`config.mk`:
```
export PLATFORM = sky130hd
export DESIGN_NAME = semaforo_ctrl
export DESIGN_NICKNAME = d
export VERILOG_FILES = /design/src/rtl/semaforo_ctrl.sv
export SDC_FILE = /design/constraint.sdc
export NUM_CORES = 1
export LEC_CHECK = 0
export ABC_AREA = 1
export ABC_CLOCK_PERIOD_IN_PS = 3300
export BUFFER_PORTS_ARGS = -buffer_cell sky130_fd_sc_hd__buf_2
export CORE_UTILIZATION = 35
export DETAILED_ROUTE_END_ITERATION = 10
export SLEW_MARGIN = 30
export SYNTH_ARGS = -nofsm -noshare
export SYNTH_HDL_FRONTEND = slang
export SYNTH_SLANG_ARGS = --single-unit
export TNS_END_PERCENT = 1
```
`constraint.sdc`:
```
create_clock -name clk -period 3.3 [get_ports clk]
set_clock_uncertainty 0.1 [all_clocks]
set_input_delay 0.495 -clock clk [delete_from_list [all_inputs] [get_ports clk]]
set_output_delay 0.495 -clock clk [all_outputs]
set_load 0.02 [all_outputs]
```
`src/rtl/semaforo_ctrl.sv`:
```
// Two-street traffic light controller with pedestrian requests.
// Sequences A green/yellow, all-red, B green/yellow, all-red. A latched
// pedestrian request may cut the current green short once the minimum
// green time has elapsed.
module semaforo_ctrl #(
    parameter int T_VERDE     = 20,
    parameter int T_VERDE_MIN = 5,
    parameter int T_AMARILLO  = 4,
    parameter int T_ROJO      = 2
) (
    input  logic       clk,
    input  logic       reset,
    input  logic       enb,
    input  logic       boton_a,
    input  logic       boton_b,
    output logic [1:0] semaforo_a,
    output logic [1:0] semaforo_b,
    output logic       pend_a,
    output logic       pend_b,
    output logic [2:0] estado
);

    typedef enum logic [2:0] {
        A_VERDE    = 3'd0,
        A_AMARILLO = 3'd1,
        ROJO_1     = 3'd2,
        B_VERDE    = 3'd3,
        B_AMARILLO = 3'd4,
        ROJO_2     = 3'd5
    } state_t;

    localparam logic [1:0] LUZ_ROJO     = 2'b00;
    localparam logic [1:0] LUZ_AMARILLO = 2'b01;
    localparam logic [1:0] LUZ_VERDE    = 2'b10;

    // Counter values on which each phase ends (durations are 1-based).
    localparam logic [7:0] FIN_VERDE     = 8'(T_VERDE - 1);
    localparam logic [7:0] FIN_VERDE_MIN = 8'(T_VERDE_MIN - 1);
    localparam logic [7:0] FIN_AMARILLO  = 8'(T_AMARILLO - 1);
    localparam logic [7:0] FIN_ROJO      = 8'(T_ROJO - 1);

    state_t     state_q, state_d;
    logic [7:0] cnt_q, cnt_d;
    logic       pend_a_q, pend_a_d;
    logic       pend_b_q, pend_b_d;

    // Next state, phase counter and pedestrian latches.
    always_comb begin
        state_d  = state_q;
        cnt_d    = cnt_q;
        pend_a_d = pend_a_q | (boton_a && (state_q != B_VERDE));
        pend_b_d = pend_b_q | (boton_b && (state_q != A_VERDE));

        case (state_q)
            A_VERDE: begin
                if (enb && ((cnt_q == FIN_VERDE) ||
                            (pend_a_q && (cnt_q >= FIN_VERDE_MIN))))
                    state_d = A_AMARILLO;
            end
            A_AMARILLO: begin
                if (enb && (cnt_q == FIN_AMARILLO))
                    state_d = ROJO_1;
            end
            ROJO_1: begin
                if (enb && (cnt_q == FIN_ROJO))
                    state_d = B_VERDE;
            end
            B_VERDE: begin
                if (enb && ((cnt_q == FIN_VERDE) ||
                            (pend_b_q && (cnt_q >= FIN_VERDE_MIN))))
                    state_d = B_AMARILLO;
            end
            B_AMARILLO: begin
                if (enb && (cnt_q == FIN_AMARILLO))
                    state_d = ROJO_2;
            end
            ROJO_2: begin
                if (enb && (cnt_q == FIN_ROJO))
                    state_d = A_VERDE;
            end
            default: state_d = ROJO_2;
        endcase

        if (state_d != state_q)
            cnt_d = 8'd0;
        else if (enb)
            cnt_d = cnt_q + 8'd1;

        if ((state_d == B_VERDE) && (state_q != B_VERDE))
            pend_a_d = 1'b0;
        if ((state_d == A_VERDE) && (state_q != A_VERDE))
            pend_b_d = 1'b0;
    end

    // State register; reset parks the controller in all-red.
    always_ff @(posedge clk or negedge reset) begin
        if (!reset) begin
            state_q  <= ROJO_2;
            cnt_q    <= 8'd0;
            pend_a_q <= 1'b0;
            pend_b_q <= 1'b0;
        end else begin
            state_q  <= state_d;
            cnt_q    <= cnt_d;
            pend_a_q <= pend_a_d;
            pend_b_q <= pend_b_d;
        end
    end

    // Moore decode of the vehicular lights from the registered state.
    always_comb begin
        semaforo_a = LUZ_ROJO;
        semaforo_b = LUZ_ROJO;
        case (state_q)
            A_VERDE:    semaforo_a = LUZ_VERDE;
            A_AMARILLO: semaforo_a = LUZ_AMARILLO;
            B_VERDE:    semaforo_b = LUZ_VERDE;
            B_AMARILLO: semaforo_b = LUZ_AMARILLO;
            default: begin
                semaforo_a = LUZ_ROJO;
                semaforo_b = LUZ_ROJO;
            end
        endcase
    end

    assign estado = state_q;
    assign pend_a = pend_a_q;
    assign pend_b = pend_b_q;

endmodule

```
==> impl_metrics.toml, run 1 <==
[placed_design]
placed_area_sq_um = 966
dp_cells = 159
port_buffers = 13
place.gp.congestion = 0.844
dp.final_hpwl_mm = 1.37

[layout]
fill_cells = 237
fin_cells = 164
final_nets = 145
final_cell_area_sq_mm = 0.00100
syn_to_final_growth_pct = 14.9
antenna_cells = 0
drive_above_1_share_pct = 24.3

[clock_network]
cts-root-buf = "clkbuf_4"
clkSlewWorstSetupHoldPaths_ns = 0.08
clock_latency_ns = 0.28
cts-htree-levels = 1
cts_tree = "built"
cts.path.max_buffers = 2
post-cts-setup-buffers = 0
cts.sinks = 13
numCtsBuffers = 3

[timing]
max-slew-margin-rel_pct = 77.0
fin_setup_tns_ns = 0
rsz0062_at_grt = "false"
fmax_mhz = 480
period_share_pct = 63.2
whs_ns = 0.417
worstMarginPinSlew_ns = 0.342
setup_viol = 0
maxSlewViolCount = 0
layout_min_cycle_time_ns = 2.09
hold_viol_final = 0

[yosys]
async_flop_share_pct = 100
synth_edf_count = 0
synthDistinctLibCells = 25
synth_nets = 127
netlist_area_sq_um = 873
syn_inst = 119
synth_most_common_cell = "nand2_1"
yosysTopAreaCellShare_pct = 31.5
ys.flop_type = "dfrtp_1"
avgSynthCellArea_sq_um = 7.34
synth_area_leaders = "dfrtp_1 (32%), nand2_1 (11%), nor2_1 (8.6%), inv_1 (7.7%), dfstp_2 (6.0%)"
synth-seq-cells = 13
yosysTopAreaCell = "dfrtp_1"
synth_warnings = 0
ys_seq_area_share_pct = 37.5
ys_top_cells_by_count = "nand2_1 (26), nor2_1 (20), inv_1 (18)"

[global_routing]
overflow = 0
grt_max_degree = 14
grt_util_all_layers_pct = 15.8
grt_pass1_vias = 704
antenna_found_initial = 0
grt_first_pass_wirelength_mm = 3.06

[drt]
highest_layer = "met4"
dr_wl_met2_um = 803
routed_wl_mm = 1.74
drcViolationCount = 0
ant_nets = 0
drt-initial-drc-count = 13
wl_met1_um = 840
dr.pass1.iters = 4
vias = 754
met3_length_um = 81
post_drt_via_cell_ratio = 4.60
avgRoutedWirePerCell_um = 10.6

[pwr]
power_density_mw_per_mm2 = 721
peakVddDrop_mv = 0.374
leakage_nw = 0.518

[flow_run]
maxCapViolCount = 0

[outcome]
status = "complete, no violations"

[die]
ios = 14
die_w_um = 52.0
initial_utilization_pct = 38.4
die-height_um = 52.0
fp.dieArea_sq_mm = 0.00270
core_area_sq_mm = 0.00228
rows = 17

[setup_path]
end_kind = "output pin"
cp.arrival_ns = 1.49
worstPathMaxFanout = 8
crit_required_ns = 2.70
crit_type = "flop to output pin"
crit_path_start_kind = "flop"

[hold_path]
holdCritPathClass = "input port to flop"
==> state kept, by name, summed over array words and instances (netlist names) <==
signal  flops
estado      3
pend_a      1
cnt_q       8
pend_b      1
==> layer usage <==
metal / up-vias / GRT usage [%]
met4: 0 / 5.41
met3: 2 / 5.26
met5: - / 0
met1: 337 / 18.5
li1: 402 / -
met2: 13 / 26.5
==> area by class of cell <==
type	instances	area (sq um)	share of cell area, %
multi-input combinational	84	458	45.6
sequential	13	328	32.7
inverter	21	80.1	7.98
timing repair buffer	14	75.1	7.48
tap	28	35.0	3.49
clock buffer	3	22.5	2.24
clock inverter	1	5.00	0.499
==> kinds of logic (layout without fill, tap and decap cells) <==
logic type / after synthesis / count (layout) / synth area share, %
compound gates: 6 / 6 / 3.87
xor+xnor: 5 / 5 / 5.01
fa+ha+maj: 3 / 3 / 4.30
buf+inv: 22 / 39 / 10.0
flops: 13 / 13 / 37.5
simple gates: 70 / 70 / 39.3
==> what timing repair did <==
action	4_1_cts	5_1_grt
hold endpoints to repair	11	0
gates resized for setup	0	0
hold buffers	1	0
==> metrics by stage <==
| stage | power [W] | setup slack (ns) | util, % |
|---|---|---|---|
| final | 0.000723 | 1.21 | 44.1 |
| after global placement | 0.000622 | 1.50 | 42.4 |
| after detailed placement | 0.000630 | 1.49 | 42.4 |
| after CTS | 0.000733 | 1.22 | 44.1 |
| after global routing | 0.000790 | 1.14 | 44.1 |
| after floorplan | 0.000530 | 1.39 | - |
==> critical path, cell delays in order (launching register included) <==
cell and delay, ns:
dfstp_2 0.61, inv_2 0.06, nor3_2 0.30, buf_2 0.23
==> final timing paths <==
path,start,to,slack (ns),depth (start not counted)
max,estado[0]$_DFF_PN1_,semaforo_b[1],1.21,3
min,enb,estado[2]$_DFF_PN1_,0.42,3
max reg2reg,estado[0]$_DFF_PN1_,cnt_q[1]$_DFFE_PN0P_,1.52,8
min reg2reg,pend_a$_DFF_PN0_,pend_a$_DFF_PN0_,0.44,1
max in group asynchronous,reset,estado[0]$_DFF_PN1_,2.28,2
min in group asynchronous,reset,cnt_q[1]$_DFFE_PN0P_,0.54,2
==> power by group <==
group | total (W) | internal (W) | switching [W]
combinational | 0.000377 | 0.000127 | 0.000250
sequential | 0.000246 | 0.000202 | 0.0000437
clock | 0.000100 | 0.0000450 | 0.0000553
==> placed cells by master (no fill, tap or decap), types with 3 or more instances in the layout <==
cell type,netlist,final
ha_1,3,3
nor3_1,6,6
nand2_1,26,26
nor2_1,20,20
clkbuf_4,0,3
inv_1,18,18
xor2_1,4,4
nand4_1,3,3
dfrtp_1,11,11
nand3_1,4,4
buf_2,0,13
Power figures use the tool's default switching activity.
==> run 2, diff against run 1 <==
Settings changed: ABC_AREA 1 to 0, ABC_CLOCK_PERIOD_IN_PS 3300 to 2100.
Clock period 3.3 ns to 2.1 ns, I/O delays scaled along.
==> impl_metrics.toml, run 2 <==
[timing]
max-slew-margin-rel_pct = 67.7
maxSlewViolCount = 0
fmax_mhz = 539
worstMarginPinSlew_ns = 0.479
layout_min_cycle_time_ns = 1.86
hold_viol_final = 0
setup_viol = 0
fin_setup_tns_ns = 0
rsz0062_at_grt = "false"
whs_ns = 0.187
period_share_pct = 88.4

[die]
core_area_sq_mm = 0.00230
rows = 17
initial_utilization_pct = 38.6
fp.dieArea_sq_mm = 0.00274
ios = 14
die_w_um = 52.3
die-height_um = 52.3

[drt]
dr.pass1.iters = 4
vias = 754
drt-initial-drc-count = 7
post_drt_via_cell_ratio = 5.46
ant_nets = 0
routed_wl_mm = 1.95
drcViolationCount = 0
avgRoutedWirePerCell_um = 14.1

[setup_path]
end_kind = "flop"
r2r-start = "cnt_q[2]$_DFFE_PN0P_"
worstPathMaxFanout = 5
crit_buf_inv = 0
critPathSlowestCell = "dfrtp_1"
crit_type = "flop to flop"
crit_path_start_kind = "flop"
cp.arrival_ns = 1.91
crit_required_ns = 2.15
worstPathCellList = "nor3_4 > and3b_2 > o41ai_4 > o31ai_2 > a21oi_1"
cpLargestDelayFamily = "compound AO/OA/AOI/OAI gates"
cpPeakStageDelay_ns = 0.46
crit_start = "cnt_q[2]$_DFFE_PN0P_"

[global_routing]
grtUsageMet3_pct = 4.35
grt_use_met2_pct = 27.4
overflow = 0
grt_first_pass_wirelength_mm = 3.28
grt_busiest_layer = "met2"
grt_use_met1_pct = 20.8
grt_util_all_layers_pct = 16.6
antenna_found_initial = 0
grt_pass1_vias = 722
grt_max_degree = 17

[yosys]
synth_warnings = 0
syn_inst = 94
ys.flop_type = "dfrtp_1"
synth_area_leaders = "dfrtp_1 (31%), a21oi_1 (7.3%), dfstp_2 (5.9%), ha_1 (4.2%), xnor2_1 (4.0%)"
synth_nets = 102
yosysTopAreaCell = "dfrtp_1"
netlist_area_sq_um = 886
ys_seq_area_share_pct = 37.0
yosysTopAreaCellShare_pct = 31.1
async_flop_share_pct = 100
synth-seq-cells = 13
synth_edf_count = 0
synth_most_common_cell = "a21oi_1"
ys_top_cells_by_count = "a21oi_1 (13), dfrtp_1 (11), nand2_1 (7), nor2_1 (7), inv_1 (5)"
avgSynthCellArea_sq_um = 9.42
synthDistinctLibCells = 35

[layout]
fin_util_pct = 43.6
drive_above_1_share_pct = 24.5
antenna_cells = 0
fill_cells = 241
final_nets = 119
syn_to_final_growth_pct = 13.1
layout_common_cells = "a21oi_1 (13), buf_2 (13), dfrtp_1 (11), nor2_1 (7), nand2_1 (7)"
largest_register_ffs = 8
regMostFlops = "cnt_q"

[outcome]
status = "complete, no violations"

[clock_network]
clkSlewWorstSetupHoldPaths_ns = 0.07
cts.sinks = 13
cts-htree-levels = 1
numCtsBuffers = 3
clock_latency_ns = 0.28
cts_tree = "built"
cts-root-buf = "clkbuf_4"
cts.path.max_buffers = 2

[pwr]
peakVddDrop_mv = 0.641
power_density_mw_per_mm2 = 1190
leakage_nw = 0.465

[flow_run]
maxCapViolCount = 0

[hold_path]
holdCritPathClass = "input port to flop"
hp-start = "boton_a"

[placed_design]
port_buffers = 13
dp.final_hpwl_mm = 1.45
place.gp.congestion = 0.949
## run 2: changes by cell type after synthesis, sizes merged, moves of 5 or more
cell   before  now
nand2      28    7
a21oi       2   13
nor2       24    7
inv        20    6
nand3       7    2
## run 2: cell type report
class	count	area, sq um	area share, %
clock buffers	4	26.3	2.62
inverters	6	22.5	2.25
multi-input cells	72	508	50.7
flip-flops and latches	13	328	32.7
well taps	28	35.0	3.50
repair buffers	15	82.6	8.24
## run 2: worst paths after layout
kind | cells past startpoint | endpoint | slack [ns]
setup / recovery | 5 | cnt_q[0]$_DFFE_PN0P_ | 0.24
hold / removal | 3 | pend_a$_DFF_PN0_ | 0.19
setup reg to reg | 5 | cnt_q[0]$_DFFE_PN0P_ | 0.24
hold reg to reg | 2 | pend_b$_DFF_PN0_ | 0.48
max in group asynchronous | 2 | estado[2]$_DFF_PN1_ | 1.28
min in group asynchronous | 2 | estado[1]$_DFF_PN0_ | 0.34
## run 2: cells by family after synthesis
kind of cell	count (synthesis)	share of synthesized area, %
muxes	2	2.26
DFF	13	37.0
AOI/OAI and AO/OA	27	22.5
buffers and inverters	9	5.65
and+or+nand+nor	33	21.5
adders and majority gates	3	4.24
xor gates and xnor gates	7	6.92
## run 2: worst reg2reg max path, cell delays in order, from the launching register on
cell     delay, ns
dfrtp_1       0.46
nor3_4        0.28
and3b_2       0.30
o41ai_4       0.11
o31ai_2       0.37
a21oi_1       0.12
## run 2: power by group
group          total [W]  internal [W]  leakage (nW)  switching (W)
combinational   0.000637      0.000241         0.288       0.000396
sequential      0.000398      0.000315         0.162      0.0000832
clock           0.000158     0.0000737        0.0150      0.0000846
## run 2: repair_timing
item                                   4_1_cts  5_1_grt
hold buffers                                 1        0
setup buffers                                0        0
setup endpoints to repair                    0        0
endpoints found under the hold margin       11        0
resized for setup                            0        0
## run 2: stage by stage
step                cell area, sq um  worst slack [ns]  instances  total power (W)
finish                          1000             0.245        138          0.00119
global route                    1000            0.0873        138          0.00128
CTS                             1000             0.243        138          0.00120
detailed placement               966             0.252        133          0.00104
global placement                 966             0.275        133          0.00103
floorplan                        886             0.144         94         0.000879
## run 2: routing by layer
metal | share of wire (%) | vias to the layer above
met3 | 3.8 | 4
li1 | - | 373
met5 | 0 | -
met1 | 50 | 361
met2 | 45 | 16
met4 | 1.2 | 0
